$ cat src/rtl/ibex_wb_stage.sv
`default_nettype none
// ============================================================================
//  Module   : ibex_wb_stage
//  Purpose  : Writeback stage. Holds one instruction after it leaves EX and
//             retires it. Non-LSU instructions retire one cycle after
//             capture. Loads and stores wait in WB until the LSU responds.
//  Ports    :
//    clk_i, rst_ni                    clock, asynchronous active-low reset
//    en_wb_i                          instruction enters WB this cycle
//    instr_type_wb_i                  0=ALU/multdiv 1=load 2=store 3=other
//    pc_id_i, instr_is_compressed_id_i
//    rf_waddr_id_i, rf_wdata_id_i, rf_we_id_i   EX-side writeback request
//    lsu_resp_valid_i, lsu_resp_err_i, rf_wdata_lsu_i   LSU response
//    ready_wb_o                       WB can accept en_wb_i this cycle
//    rf_waddr_wb_o, rf_wdata_wb_o, rf_we_wb_o   register-file write port
//    pc_wb_o                          PC of the held instruction
//    outstanding_load_wb_o, outstanding_store_wb_o
//    instr_done_wb_o                  held instruction retires this cycle
//    perf_instr_ret_wb_o, perf_instr_ret_compressed_wb_o
//  Revision : 1.0 - initial release
// ============================================================================
module ibex_wb_stage #(
    parameter bit PerfCounters = 1'b1
) (
    input  logic        clk_i,
    input  logic        rst_ni,

    input  logic        en_wb_i,
    input  logic [1:0]  instr_type_wb_i,
    input  logic [31:0] pc_id_i,
    input  logic        instr_is_compressed_id_i,
    input  logic [4:0]  rf_waddr_id_i,
    input  logic [31:0] rf_wdata_id_i,
    input  logic        rf_we_id_i,

    input  logic        lsu_resp_valid_i,
    input  logic        lsu_resp_err_i,
    input  logic [31:0] rf_wdata_lsu_i,

    output logic        ready_wb_o,
    output logic [4:0]  rf_waddr_wb_o,
    output logic [31:0] rf_wdata_wb_o,
    output logic        rf_we_wb_o,
    output logic [31:0] pc_wb_o,
    output logic        outstanding_load_wb_o,
    output logic        outstanding_store_wb_o,
    output logic        instr_done_wb_o,
    output logic        perf_instr_ret_wb_o,
    output logic        perf_instr_ret_compressed_wb_o
);

    localparam logic [1:0] c_type_load  = 2'd1;
    localparam logic [1:0] c_type_store = 2'd2;

    typedef enum logic [1:0] {
        IDLE     = 2'd0,
        ACTIVE   = 2'd1,
        WAIT_LSU = 2'd2
    } wb_state_e;

    wb_state_e   r_state;
    wb_state_e   w_state_next;

    logic [31:0] r_pc;
    logic [4:0]  r_waddr;
    logic [31:0] r_wdata;
    logic        r_we;
    logic        r_compressed;
    logic [1:0]  r_type;

    logic        w_done;
    logic        w_ready;
    logic        w_capture;
    logic        w_held_load;
    logic        w_held_store;
    logic        w_err;
    logic        w_ret;

    // ------------------------------------------------------------------
    // Next-state and handshake logic
    // ------------------------------------------------------------------
    always_comb begin
        w_state_next = r_state;
        w_done       = 1'b0;

        case (r_state)
            ACTIVE:   w_done = 1'b1;
            WAIT_LSU: w_done = lsu_resp_valid_i;
            default:  w_done = 1'b0;
        endcase

        w_ready   = (r_state == IDLE) | w_done;
        // en_wb_i while not ready is dropped, so held state never changes.
        w_capture = en_wb_i & w_ready;

        if (w_capture) begin
            if ((instr_type_wb_i == c_type_load) || (instr_type_wb_i == c_type_store)) begin
                w_state_next = WAIT_LSU;
            end else begin
                w_state_next = ACTIVE;
            end
        end else if (w_done) begin
            w_state_next = IDLE;
        end
    end

    always_ff @(posedge clk_i or negedge rst_ni) begin
        if (!rst_ni) begin
            r_state <= IDLE;
        end else begin
            r_state <= w_state_next;
        end
    end

    // ------------------------------------------------------------------
    // Captured instruction
    // ------------------------------------------------------------------
    always_ff @(posedge clk_i or negedge rst_ni) begin
        if (!rst_ni) begin
            r_pc         <= 32'd0;
            r_waddr      <= 5'd0;
            r_wdata      <= 32'd0;
            r_we         <= 1'b0;
            r_compressed <= 1'b0;
            r_type       <= 2'd0;
        end else if (w_capture) begin
            r_pc         <= pc_id_i;
            r_waddr      <= rf_waddr_id_i;
            r_wdata      <= rf_wdata_id_i;
            r_we         <= rf_we_id_i;
            r_compressed <= instr_is_compressed_id_i;
            r_type       <= instr_type_wb_i;
        end
    end

    // ------------------------------------------------------------------
    // Outputs
    // ------------------------------------------------------------------
    // Type is only meaningful while the instruction is still waiting;
    // after retirement r_type is stale.
    assign w_held_load  = (r_state == WAIT_LSU) & (r_type == c_type_load);
    assign w_held_store = (r_state == WAIT_LSU) & (r_type == c_type_store);
    // A bus error only counts against a load/store awaiting its response.
    assign w_err        = (r_state == WAIT_LSU) & lsu_resp_err_i;
    assign w_ret        = w_done & ~w_err;

    assign instr_done_wb_o        = w_done;
    assign ready_wb_o             = w_ready;
    assign pc_wb_o                = r_pc;
    assign rf_waddr_wb_o          = r_waddr;
    assign rf_wdata_wb_o          = w_held_load ? rf_wdata_lsu_i : r_wdata;
    assign rf_we_wb_o             = w_done & r_we & ~w_held_store & ~(w_held_load & lsu_resp_err_i);
    assign outstanding_load_wb_o  = w_held_load;
    assign outstanding_store_wb_o = w_held_store;

    generate
        if (PerfCounters) begin : g_perf
            assign perf_instr_ret_wb_o            = w_ret;
            assign perf_instr_ret_compressed_wb_o = w_ret & r_compressed;
        end else begin : g_no_perf
            assign perf_instr_ret_wb_o            = 1'b0;
            assign perf_instr_ret_compressed_wb_o = 1'b0;
        end
    endgenerate

endmodule
`default_nettype wire

$ cat config.mk
export PLATFORM = sky130hd
export DESIGN_NAME = ibex_wb_stage
export DESIGN_NICKNAME = d
export VERILOG_FILES = /design/src/rtl/ibex_wb_stage.sv
export SDC_FILE = /design/constraint.sdc
export NUM_CORES = 1
export LEC_CHECK = 0
export ABC_AREA = 1
export CAP_MARGIN = 20
export CORE_ASPECT_RATIO = 0.7
export CORE_UTILIZATION = 55
export DETAILED_ROUTE_END_ITERATION = 7
export DONT_BUFFER_PORTS = 1
export HOLD_SLACK_MARGIN = 0.02
export PLACE_DENSITY = 0.68
export SLEW_MARGIN = 30
export SYNTH_ARGS = -nofsm -noshare
export SYNTH_HDL_FRONTEND = slang
export SYNTH_SLANG_ARGS = --single-unit
$ cat constraint.sdc
create_clock -name clk_i -period 2.75 [get_ports clk_i]
set_input_delay 0.4125 -clock clk_i [delete_from_list [all_inputs] [get_ports clk_i]]
set_output_delay 0.4125 -clock clk_i [all_outputs]
set_load 0.02 [all_outputs]
==> results.json <==
{
  "outcome": "finished clean",
  "dieArea_um2": 6700,
  "place_hpwl_mm": 5.260,
  "postLayoutCellArea_um2": 3761,
  "syn_area_per_cell_um2": 7.754,
  "cp_slowest_cell": "dfrtp_1",
  "row_count": 23,
  "drive_above_1_share_pct": 6.667,
  "placed_area_um2": 3508,
  "grt-ovfl-total": 0,
  "cp-start-kind": "flop",
  "synth_cell_types": 17,
  "die_h_um": 68.79,
  "worstPathRequired_ps": 2340,
  "leakagePower_nw": 2.105,
  "numCtsBuffers": 9,
  "vdd_drop_max_uv": 778.3,
  "crit_chain": "inv_1 -> ha_1 -> nand2_1 -> nand2_1 -> nand2_2 -> nand2_2 -> buf_4",
  "critPathMaxStageDelay_ps": 400,
  "skew_ps": 7.315,
  "yosysWarnings": 0,
  "layout_common_cells": "nand2_1 (248), nand3_1 (75), dfrtp_1 (75)",
  "cts_tree": "built",
  "finalWeightedCongestion": 0.7172,
  "clkSlewWorstSetupHoldPaths_ps": 80,
  "max_freq_mhz": 434.7,
  "crit_fanout": 19,
  "antenna_found_initial": 0,
  "clk_latency_ps": 340,
  "placeableCoreArea_um2": 5928,
  "ys_ff_latch": 75,
  "holdCritPathClass": "in2reg",
  "layout.nets": 559,
  "critical_path_class": "reg2out",
  "diodes": 0,
  "final.period_utilization_pct": 83.66,
  "period_minus_slack_ps": 2301,
  "grt_setup_unrepaired": "false",
  "io_buffers": 0,
  "wirelength_mm": 7.898,
  "final_common_cell": "nand2_1",
  "grt_usage_pct": 23.65,
  "drt_iter0_markers": 167,
  "cts_root_buffer": "clkbuf_8",
  "grt_first_pass_wirelength_mm": 12.14,
  "final_max_slew_viol_count": 0,
  "synth_cells": 452,
  "start_util_pct": 59.12,
  "fin_setup_tns_ps": 0,
  "crit_arrival_ps": 1890,
  "synth_nets": 565,
  "post_drt_via_cell_ratio": 5.429,
  "grt_pass1_vias": 2491,
  "detail-route-antenna-nets": 0,
  "maxCapViolations": 0,
  "hold_viol": 0,
  "first_pass_iters": 4,
  "setup_viol": 0,
  "worst_slew_pin_slew_ps": 481.1,
  "cellPowerDensity_nw_per_um2": 1390,
  "seq_area_frac_synth_pct": 53.55,
  "cts_max_level": 3,
  "clock_path_buffers": 2,
  "cts_resized": 0,
  "slew_headroom_pct": 67.81,
  "ioPinCount": 186,
  "wl_per_cell_um": 15.04,
  "cts_sinks": 75,
  "endpoint_kind": "primary output",
  "syn-cell-area_um2": 3505,
  "vias": 2850,
  "die_w_um": 97.41,
  "syn2layout_area_growth_pct": 7.319,
  "drc": 0,
  "grt_max_degree": 78
}
[metal layers]
metal  up-vias  global-route usage (%)  routed length, um  share of wire (%)
met3         8                   9.173                629                8.0
met1      1323                   28.27               3347                 42
met2       119                   39.86               3823                 48
met5         -                       0                  0                  0
met4         0                   8.824                 97                1.2
li1       1400                       -                  -                  -
[path summary, 6_finish.rpt]
check                                         to  slack [ps]         start  cells past startpoint
max in group asynchronous            pc_wb_o[19]        1840        rst_ni                      2
worst min register to register      r_compressed         470  r_compressed                      2
worst max register to register       pc_wb_o[12]         710    r_state[0]                      9
min in group asynchronous       rf_waddr_wb_o[3]         620        rst_ni                      2
worst max-delay path                  ready_wb_o         450    r_state[0]                      7
worst min-delay path                  pc_wb_o[7]         210    pc_id_i[7]                      2
[cells by family (layout without fill, tap and decap cells)]
group                      after synthesis  in the layout  synth area share [%]
and+or+nand+nor                        331            331                 38.56
DFF                                     75             75                 53.55
buffers and inverters                   38             36                 5.784
AOI/OAI and AO/OA                        4              4                0.7853
adders and majority gates                3              3                 1.071
xor gates and xnor gates                 1              1                0.2500
[area by class of cell]
| type | instances | area (um2) |
|---|---|---|
| Clock buffer | 10 | 137.6 |
| Clock inverter | 5 | 77.57 |
| Fill cell | 528 | 2167 |
| Inverter | 8 | 30.03 |
| Multi-Input combinational cell | 339 | 1425 |
| Sequential cell | 75 | 1877 |
| Tap cell | 75 | 93.84 |
| Timing Repair Buffer | 13 | 120.1 |
[flip-flops by register name (all words and copies together), names as in the netlist]
register       cells
pc_wb_o           32
r_compressed       1
r_state            2
r_type             2
r_wdata           32
r_we               1
rf_waddr_wb_o      5
[where the power goes]
group	switching, W	internal, W	leakage, nW
clock network	0.000382	0.000527	0.108
logic	0.00147	0.000556	1.07
registers	0.000660	0.00164	0.928
total	0.00251	0.00272	2.11
[critical path, delay by kind of cell (launching register included)]
family	cells	cell delay, ps
fa+ha+maj	1	210
buf+inv	2	390
simple gates	4	540
flops	1	400
[what timing repair did]
item,in CTS,in global routing
hold buffers,2,0
buffers inserted,0,0
endpoints found under the hold margin,75,0
[synth_stat cells, drive strengths merged]
library cell / count / area (um2)
nor2: 2 / 7.510
ha: 3 / 37.54
buf: 23 / 146.4
a21oi: 1 / 5.000
dfrtp: 75 / 1877
clkbuf: 7 / 26.28
a21boi: 1 / 7.510
xnor2: 1 / 8.760
and2: 1 / 6.260
nor3: 1 / 5.000
nand3: 75 / 375.4
nand3b: 1 / 7.510
nand2: 251 / 949.7
o211ai: 2 / 15.01
inv: 8 / 30.03
[metrics by stage]
step / setup WS, ps / hold slack [ps] / std cells / power (W) / util [%]
floorplan: 486.5 / 116.9 / 452 / 0.004038 / -
global placement: 820.2 / 118.3 / 508 / 0.004272 / 59.18
detailed placement: 702.4 / 118.3 / 508 / 0.004346 / 59.18
CTS: 429.4 / 191.3 / 525 / 0.005286 / 63.44
global route: 283.0 / 186.7 / 525 / 0.005631 / 63.44
finish: 449.4 / 206.3 / 525 / 0.005229 / 63.44
No activity file was read; power rests on OpenSTA's default activity.
